## config.mk

```make
export PLATFORM = sky130hd
export DESIGN_NAME = wb_burst_master_flat
export DESIGN_NICKNAME = d
export VERILOG_FILES = /design/src/rtl/wb_burst_master_pkg.sv /design/src/rtl/wb_burst_master_if.sv /design/src/rtl/wb_burst_master.sv /design/src/flat_wrapper.sv
export SDC_FILE = /design/constraint.sdc
export NUM_CORES = 1
export LEC_CHECK = 0
export CAP_MARGIN = 20
export CORE_MARGIN = 1.5
export CORE_UTILIZATION = 40
export CTS_BUF_LIST = sky130_fd_sc_hd__clkbuf_8 sky130_fd_sc_hd__clkbuf_16
export DETAILED_ROUTE_END_ITERATION = 10
export PLACE_DENSITY_LB_ADDON = 0.3
export SLEW_MARGIN = 20
export SYNTH_ARGS = -nofsm -noshare
export SYNTH_HDL_FRONTEND = slang
export SYNTH_SLANG_ARGS = --single-unit
```

## constraint.sdc

```tcl
create_clock -name wb_clk_i -period 4.7 [get_ports wb_clk_i]
set_clock_uncertainty 0.05 [all_clocks]
set_input_delay 0.47 -clock wb_clk_i [delete_from_list [all_inputs] [get_ports wb_clk_i]]
set_output_delay 0.47 -clock wb_clk_i [all_outputs]
set_load 0.02 [all_outputs]
```

## src/rtl/wb_burst_master_pkg.sv

```systemverilog
// Shared definitions for the Wishbone burst master.
//   state_t     : controller states
//   CTI_*       : Wishbone B3 cycle-type identifier encodings
//   BEAT_CNT_W  : default width of the command beat-count field
package wb_master_pkg;

  typedef enum logic [2:0] {
    ST_IDLE,
    ST_WR_WAIT,
    ST_WR,
    ST_RD,
    ST_FIN,
    ST_ABORT
  } state_t;

  localparam logic [2:0] CTI_CLASSIC = 3'b000;
  localparam logic [2:0] CTI_INCR    = 3'b010;
  localparam logic [2:0] CTI_EOB     = 3'b111;

  localparam int unsigned BEAT_CNT_W = 4;

endpackage

```

## src/rtl/wb_burst_master_if.sv

```systemverilog
// Wishbone B3 bus bundle between the burst master and the memory-controller slave.
//   master modport : drives cyc/stb/we/addr/dat/sel/cti, receives ack and read data
//   slave modport  : the mirror image
interface wb_burst_master_if #(
  parameter int unsigned dw     = 32,
  parameter int unsigned APP_AW = 26
);

  logic              wb_cyc_o;
  logic              wb_stb_o;
  logic              wb_we_o;
  logic [APP_AW-1:0] wb_addr_o;
  logic [dw-1:0]     wb_dat_o;
  logic [dw/8-1:0]   wb_sel_o;
  logic [2:0]        wb_cti_o;
  logic              wb_ack_i;
  logic [dw-1:0]     wb_dat_i;

  modport master (
    output wb_cyc_o, wb_stb_o, wb_we_o, wb_addr_o, wb_dat_o, wb_sel_o, wb_cti_o,
    input  wb_ack_i, wb_dat_i
  );

  modport slave (
    input  wb_cyc_o, wb_stb_o, wb_we_o, wb_addr_o, wb_dat_o, wb_sel_o, wb_cti_o,
    output wb_ack_i, wb_dat_i
  );

endinterface

```

## src/rtl/wb_burst_master.sv

```systemverilog
// Wishbone B3 initiator: converts (address, beat count, direction) commands into
// incrementing-burst cycles towards the SDRAM memory controller.
//   wb_clk_i / wb_rst_i     : clock, asynchronous active-high reset
//   cmd_*                   : command offer (valid/ready), direction, start address,
//                             beats-1, byte enables for all beats
//   wr_data_i/valid/ready   : write beat stream into the master
//   rd_data_o / rd_valid_o  : registered read beats, one-cycle strobe, no back-pressure
//   done_o / err_o          : one-cycle end-of-burst pulses (normal / slave timeout)
//   busy_o                  : command in progress
//   wb                      : Wishbone master bus bundle
module wb_burst_master
  import wb_master_pkg::*;
#(
  parameter int unsigned dw     = 32,
  parameter int unsigned APP_AW = 26,
  parameter int unsigned LEN_W  = BEAT_CNT_W,
  parameter int unsigned TMO    = 1024
) (
  input  logic              wb_clk_i,
  input  logic              wb_rst_i,
  input  logic              cmd_valid_i,
  output logic              cmd_ready_o,
  input  logic              cmd_we_i,
  input  logic [APP_AW-1:0] cmd_addr_i,
  input  logic [LEN_W-1:0]  cmd_len_i,
  input  logic [dw/8-1:0]   cmd_sel_i,
  input  logic [dw-1:0]     wr_data_i,
  input  logic              wr_valid_i,
  output logic              wr_ready_o,
  output logic [dw-1:0]     rd_data_o,
  output logic              rd_valid_o,
  output logic              done_o,
  output logic              err_o,
  output logic              busy_o,
  wb_burst_master_if.master wb
);

  localparam int unsigned       TMO_W     = (TMO > 1) ? $clog2(TMO) : 1;
  localparam logic [TMO_W-1:0]  TMO_LAST  = TMO_W'(TMO - 1);
  localparam logic [APP_AW-1:0] ADDR_STEP = APP_AW'(dw / 8);

  state_t state, state_nxt;

  logic              we_q;
  logic [APP_AW-1:0] addr_q;
  logic [dw/8-1:0]   sel_q;
  logic [dw-1:0]     dat_q;
  logic [LEN_W-1:0]  beats_left;
  logic [TMO_W-1:0]  tmo_cnt;
  logic [dw-1:0]     rd_data_q;
  logic              rd_valid_q;

  logic cyc, stb;
  logic ack, last_beat, tmo_hit;
  logic cmd_take, wr_take;

  // ack only counts while a strobe is actually presented
  assign ack       = ((state == ST_WR) || (state == ST_RD)) && wb.wb_ack_i;
  assign last_beat = (beats_left == '0);
  assign tmo_hit   = (tmo_cnt == TMO_LAST);
  assign cmd_take  = cmd_ready_o && cmd_valid_i;
  assign wr_take   = wr_ready_o && wr_valid_i;

  always_ff @(posedge wb_clk_i or posedge wb_rst_i) begin
    if (wb_rst_i) begin
      state <= ST_IDLE;
    end else begin
      state <= state_nxt;
    end
  end

  always_comb begin
    state_nxt   = state;
    cmd_ready_o = 1'b0;
    wr_ready_o  = 1'b0;
    cyc         = 1'b0;
    stb         = 1'b0;
    done_o      = 1'b0;
    err_o       = 1'b0;
    case (state)
      ST_IDLE: begin
        // held low while reset is asserted so every output reads 0 during reset
        cmd_ready_o = ~wb_rst_i;
        if (cmd_valid_i) begin
          state_nxt = cmd_we_i ? ST_WR_WAIT : ST_RD;
        end
      end
      ST_WR_WAIT: begin
        cyc        = 1'b1;
        wr_ready_o = 1'b1;
        if (wr_valid_i) begin
          state_nxt = ST_WR;
        end
      end
      ST_WR: begin
        cyc = 1'b1;
        stb = 1'b1;
        if (wb.wb_ack_i) begin
          if (last_beat) begin
            state_nxt = ST_FIN;
          end else begin
            // next beat may be taken in the ack cycle for a zero-bubble burst
            wr_ready_o = 1'b1;
            if (!wr_valid_i) begin
              state_nxt = ST_WR_WAIT;
            end
          end
        end else if (tmo_hit) begin
          state_nxt = ST_ABORT;
        end
      end
      ST_RD: begin
        cyc = 1'b1;
        stb = 1'b1;
        if (wb.wb_ack_i) begin
          if (last_beat) begin
            state_nxt = ST_FIN;
          end
        end else if (tmo_hit) begin
          state_nxt = ST_ABORT;
        end
      end
      ST_FIN: begin
        done_o    = 1'b1;
        state_nxt = ST_IDLE;
      end
      ST_ABORT: begin
        err_o     = 1'b1;
        state_nxt = ST_IDLE;
      end
      default: state_nxt = ST_IDLE;
    endcase
  end

  always_ff @(posedge wb_clk_i or posedge wb_rst_i) begin
    if (wb_rst_i) begin
      we_q       <= 1'b0;
      addr_q     <= '0;
      sel_q      <= '0;
      dat_q      <= '0;
      beats_left <= '0;
      tmo_cnt    <= '0;
      rd_data_q  <= '0;
      rd_valid_q <= 1'b0;
    end else begin
      rd_valid_q <= 1'b0;
      if (cmd_take) begin
        we_q       <= cmd_we_i;
        addr_q     <= cmd_addr_i;
        sel_q      <= cmd_sel_i;
        beats_left <= cmd_len_i;
      end
      if (wr_take) begin
        dat_q <= wr_data_i;
      end
      if (ack) begin
        addr_q <= addr_q + ADDR_STEP;
        if (!last_beat) begin
          beats_left <= beats_left - 1'b1;
        end
        if (!we_q) begin
          rd_data_q  <= wb.wb_dat_i;
          rd_valid_q <= 1'b1;
        end
      end
      if (stb && !ack) begin
        tmo_cnt <= tmo_cnt + 1'b1;
      end else begin
        tmo_cnt <= '0;
      end
    end
  end

  assign wb.wb_cyc_o  = cyc;
  assign wb.wb_stb_o  = stb;
  assign wb.wb_we_o   = cyc && we_q;
  assign wb.wb_addr_o = addr_q;
  assign wb.wb_dat_o  = dat_q;
  assign wb.wb_sel_o  = sel_q;
  assign wb.wb_cti_o  = !cyc ? CTI_CLASSIC : (last_beat ? CTI_EOB : CTI_INCR);

  assign rd_data_o  = rd_data_q;
  assign rd_valid_o = rd_valid_q;
  assign busy_o     = (state != ST_IDLE);

endmodule

```

## src/flat_wrapper.sv

```systemverilog
// flat-port wrapper written by rule: the top's interface ports become plain ports
module wb_burst_master_flat import wb_master_pkg::*;
#(
  parameter int unsigned dw     = 32,
  parameter int unsigned APP_AW = 26,
  parameter int unsigned LEN_W  = BEAT_CNT_W,
  parameter int unsigned TMO    = 1024
)
  (wb_clk_i, wb_rst_i, cmd_valid_i, cmd_ready_o, cmd_we_i, cmd_addr_i, cmd_len_i, cmd_sel_i, wr_data_i, wr_valid_i, wr_ready_o, rd_data_o, rd_valid_o, done_o, err_o, busy_o, wb_wb_cyc_o, wb_wb_stb_o, wb_wb_we_o, wb_wb_addr_o, wb_wb_dat_o, wb_wb_sel_o, wb_wb_cti_o, wb_wb_ack_i, wb_wb_dat_i);
  wb_burst_master_if #(.dw(dw), .APP_AW(APP_AW)) wb_i ();
  input  logic wb_clk_i;
  input  logic wb_rst_i;
  input  logic cmd_valid_i;
  output logic cmd_ready_o;
  input  logic cmd_we_i;
  input  logic [APP_AW-1:0] cmd_addr_i;
  input  logic [LEN_W-1:0] cmd_len_i;
  input  logic [dw/8-1:0] cmd_sel_i;
  input  logic [dw-1:0] wr_data_i;
  input  logic wr_valid_i;
  output logic wr_ready_o;
  output logic [dw-1:0] rd_data_o;
  output logic rd_valid_o;
  output logic done_o;
  output logic err_o;
  output logic busy_o;
  output wire logic [$bits(wb_i.wb_cyc_o)-1:0] wb_wb_cyc_o;
  output wire logic [$bits(wb_i.wb_stb_o)-1:0] wb_wb_stb_o;
  output wire logic [$bits(wb_i.wb_we_o)-1:0] wb_wb_we_o;
  output wire logic [$bits(wb_i.wb_addr_o)-1:0] wb_wb_addr_o;
  output wire logic [$bits(wb_i.wb_dat_o)-1:0] wb_wb_dat_o;
  output wire logic [$bits(wb_i.wb_sel_o)-1:0] wb_wb_sel_o;
  output wire logic [$bits(wb_i.wb_cti_o)-1:0] wb_wb_cti_o;
  input wire logic [$bits(wb_i.wb_ack_i)-1:0] wb_wb_ack_i;
  input wire logic [$bits(wb_i.wb_dat_i)-1:0] wb_wb_dat_i;
  assign wb_wb_cyc_o = wb_i.wb_cyc_o;
  assign wb_wb_stb_o = wb_i.wb_stb_o;
  assign wb_wb_we_o = wb_i.wb_we_o;
  assign wb_wb_addr_o = wb_i.wb_addr_o;
  assign wb_wb_dat_o = wb_i.wb_dat_o;
  assign wb_wb_sel_o = wb_i.wb_sel_o;
  assign wb_wb_cti_o = wb_i.wb_cti_o;
  assign wb_i.wb_ack_i = wb_wb_ack_i;
  assign wb_i.wb_dat_i = wb_wb_dat_i;
  wb_burst_master #(.dw(dw), .APP_AW(APP_AW), .LEN_W(LEN_W), .TMO(TMO)) u_core (.wb_clk_i(wb_clk_i), .wb_rst_i(wb_rst_i), .cmd_valid_i(cmd_valid_i), .cmd_ready_o(cmd_ready_o), .cmd_we_i(cmd_we_i), .cmd_addr_i(cmd_addr_i), .cmd_len_i(cmd_len_i), .cmd_sel_i(cmd_sel_i), .wr_data_i(wr_data_i), .wr_valid_i(wr_valid_i), .wr_ready_o(wr_ready_o), .rd_data_o(rd_data_o), .rd_valid_o(rd_valid_o), .done_o(done_o), .err_o(err_o), .busy_o(busy_o), .wb(wb_i));
endmodule
```

==> results.json <==
{
  "status": "completed",
  "worst_path_max_delay_cell": "clkdlybuf4s50_1",
  "critPathLaunchType": "flop",
  "async_flop_share_pct": 100.0,
  "grt_util_all_layers_pct": 20.40,
  "path_delay_family": "simple AND/OR/NAND/NOR gates",
  "num_rows": 41,
  "critPathCaptureType": "output port",
  "pin_count": 210,
  "vias_per_cell": 5.206,
  "synth_ff_type": "dfrtp_1",
  "rrSetupSlack_ns": 2.12,
  "crit_buf_inv": 2,
  "post-route-drc-count": 0,
  "cts_root_buf": "clkbuf_16",
  "worstHoldStart": "u_core.wb.wb_addr_o[1]",
  "firstDrtPassIters": 4,
  "worst_pin_slew_ns": 1.000,
  "startpoint": "u_core.beats_left[0]",
  "die_area_um2": 13460,
  "nets": 759,
  "fin_setup_tns_ns": 0,
  "max_cap_violations": 0,
  "slew_headroom_pct": 33.17,
  "clk_latency_ns": 0.40,
  "leakage_nw": 3.291,
  "die_height_um": 116.0,
  "antenna_left": 0,
  "max_freq_ghz": 0.3259,
  "clk_pin_slew_ns": 0.05,
  "fin_crit_ns": 3.069,
  "drv_slew": 0,
  "vias": 4342,
  "wirelength_um": 13820,
  "p_per_area_nw_per_um2": 706.9,
  "clock_path_buffers": 2,
  "cp.arrival_ns": 2.55,
  "antenna_found_initial": 0,
  "layout_setup_ws_ns": 1.631,
  "first_global_vias": 4219,
  "cts_hold_buffers": 0,
  "hold_path_class": "flop to flop",
  "drt_iter0_drc": 216,
  "gr-total-overflow": 0,
  "ys_seq_area_share_pct": 55.35,
  "synth_area_um2": 5109,
  "io_buffers": 209,
  "htreeDepth": 4,
  "initial_utilization_pct": 40.81,
  "dp_hpwl_um": 9949,
  "ys_seq_elements": 113,
  "synth_edf_count": 0,
  "synth_cells": 444,
  "place.gp.congestion": 0.8365,
  "synth_nets": 551,
  "syn_area_per_cell_um2": 11.51,
  "cts_sinks": 113,
  "wl_per_cell_um": 16.57,
  "cts_buffers": 17,
  "setup_viol": 0,
  "synth_cell_types": 51,
  "critPathKind": "flop to output port",
  "dp_slack_ns": 1.912,
  "crit_fanout": 4,
  "layout-drive-gt1-share_pct": 10.73,
  "ys_warn_count": 0,
  "core_region_area_um2": 12520,
  "crit_required_ns": 4.18,
  "cts_tree": "built",
  "cpPeakStageDelay_ns": 0.68,
  "cts_setup_buffers": 0,
  "cp_cell_sequence": "inv_1 > ha_1 > or3b_2 > nor3_1 > clkdlybuf4s50_1",
  "hold_viol": 0,
  "fp.dieW_um": 116.0,
  "rsz0062_at_grt": "false",
  "ir_drop_v": 0.0003306,
  "grt_max_degree": 82,
  "grt_first_pass_wirelength_um": 21140,
  "fillers": 1004,
  "antenna_cells": 0,
  "cts_resized": 0,
  "period_share_pct": 65.29,
  "syn2layout_area_growth_pct": 55.50,
  "r2r_start": "u_core.state[1]"
}
[metal layers]
layer	vias to the layer above	GRT usage, %	wire length (um)
li1	2033	-	-
met1	2108	25.46	5806
met2	182	33.33	6693
met3	19	6.433	1112
met4	0	7.561	210
met5	-	0	0
[cell families (layout without fill, tap and decap cells)]
logic type | Yosys count | after routing | synth area share (%)
AOI/OAI and AO/OA | 49 | 49 | 7.201
xor gates and xnor gates | 9 | 9 | 1.543
adders and majority gates | 3 | 3 | 0.7348
buffers and inverters | 32 | 250 | 3.184
DFF | 113 | 113 | 55.35
muxes | 65 | 65 | 14.30
and+or+nand+nor | 173 | 173 | 17.68
[where the power goes]
group | internal (W) | switching, W
sequential | 0.00142 | 0.000356
clock | 0.000943 | 0.000417
combinational | 0.00127 | 0.00121
[registers in the layout (all words and copies together), names as in the netlist]
register             count
u_core.beats_left        4
u_core.rd_data_o        32
u_core.rd_valid_o        1
u_core.state             3
u_core.tmo_cnt          10
u_core.wb.wb_addr_o     26
u_core.wb.wb_dat_o      32
u_core.wb.wb_sel_o       4
u_core.we_q              1
[worst paths after layout]
| check | end | depth (start not counted) |
|---|---|---|
| max | wb_wb_cti_o[2] | 5 |
| min | u_core.wb.wb_addr_o[1] | 2 |
| max reg2reg | u_core.wb.wb_addr_o[20] | 4 |
| min reg2reg | u_core.wb.wb_addr_o[1] | 2 |
| max in group asynchronous | u_core.wb.wb_dat_o[19] | 3 |
| min in group asynchronous | u_core.tmo_cnt[1] | 2 |
[synth_stat cells, drive strengths merged, types with 5 or more instances]
cell type  number  area, um2
clkbuf          7      26.28
buf            16      102.6
inv             9      33.78
dfrtp         113       2828
nand2          59      224.0
nand4          11      68.82
a21oi           6      30.03
nand3          23      115.1
o311ai          6      52.55
xor2            7      61.31
and4            7      61.31
o211ai         15      112.6
and3            9      56.30
or3             5      31.28
nor2           25      93.84
mux2           64      720.7
nor3           10      50.05
[worst reg2reg max path, cell delays in order, from the launching register on]
cell and delay [ns]:
dfrtp_1 0.56, nor4_4 0.62, nand2_1 0.74, a31oi_1 0.39, nand3_1 0.10
[cell type report]
cell class | count | area [um2] | area share (%)
Inverter | 9 | 38.79 | 0.4883
Multi-Input combinational cell | 299 | 2121 | 26.70
Timing Repair Buffer | 212 | 2115 | 26.62
Sequential cell | 113 | 2828 | 35.60
Clock inverter | 7 | 132.6 | 1.670
Clock buffer | 22 | 494.2 | 6.221
Tap cell | 172 | 215.2 | 2.709
[through the flow]
stage	utilization, %	instance area, um2	instances	power (W)	hold slack, ns
6_report	63.46	7944	834	0.005615	0.4285
5_1_grt	63.46	7944	834	0.005922	0.4400
4_1_cts	63.44	7941	834	0.005662	0.4256
3_5_place_dp	58.44	7315	805	0.004282	0.4128
3_3_place_gp	58.44	7315	805	0.004208	0.4089
2_1_floorplan	-	5109	444	0.003088	0.3979
[layout by cell type (no fill, tap or decap), drive strengths merged, types with 4 or more instances in the layout]
master	n
or4	4
and2	4
o311ai	6
and4	7
nor2	25
or3	5
nand3	23
and3	9
nor4	4
inv	11
nand2	59
xor2	7
clkdlybuf4s50	209
nor3	10
nand4	11
a21oi	6
clkbuf	22
dfrtp	113
o211ai	15
bufinv	4
mux2	64
No activity file was read; power rests on OpenSTA's default activity.
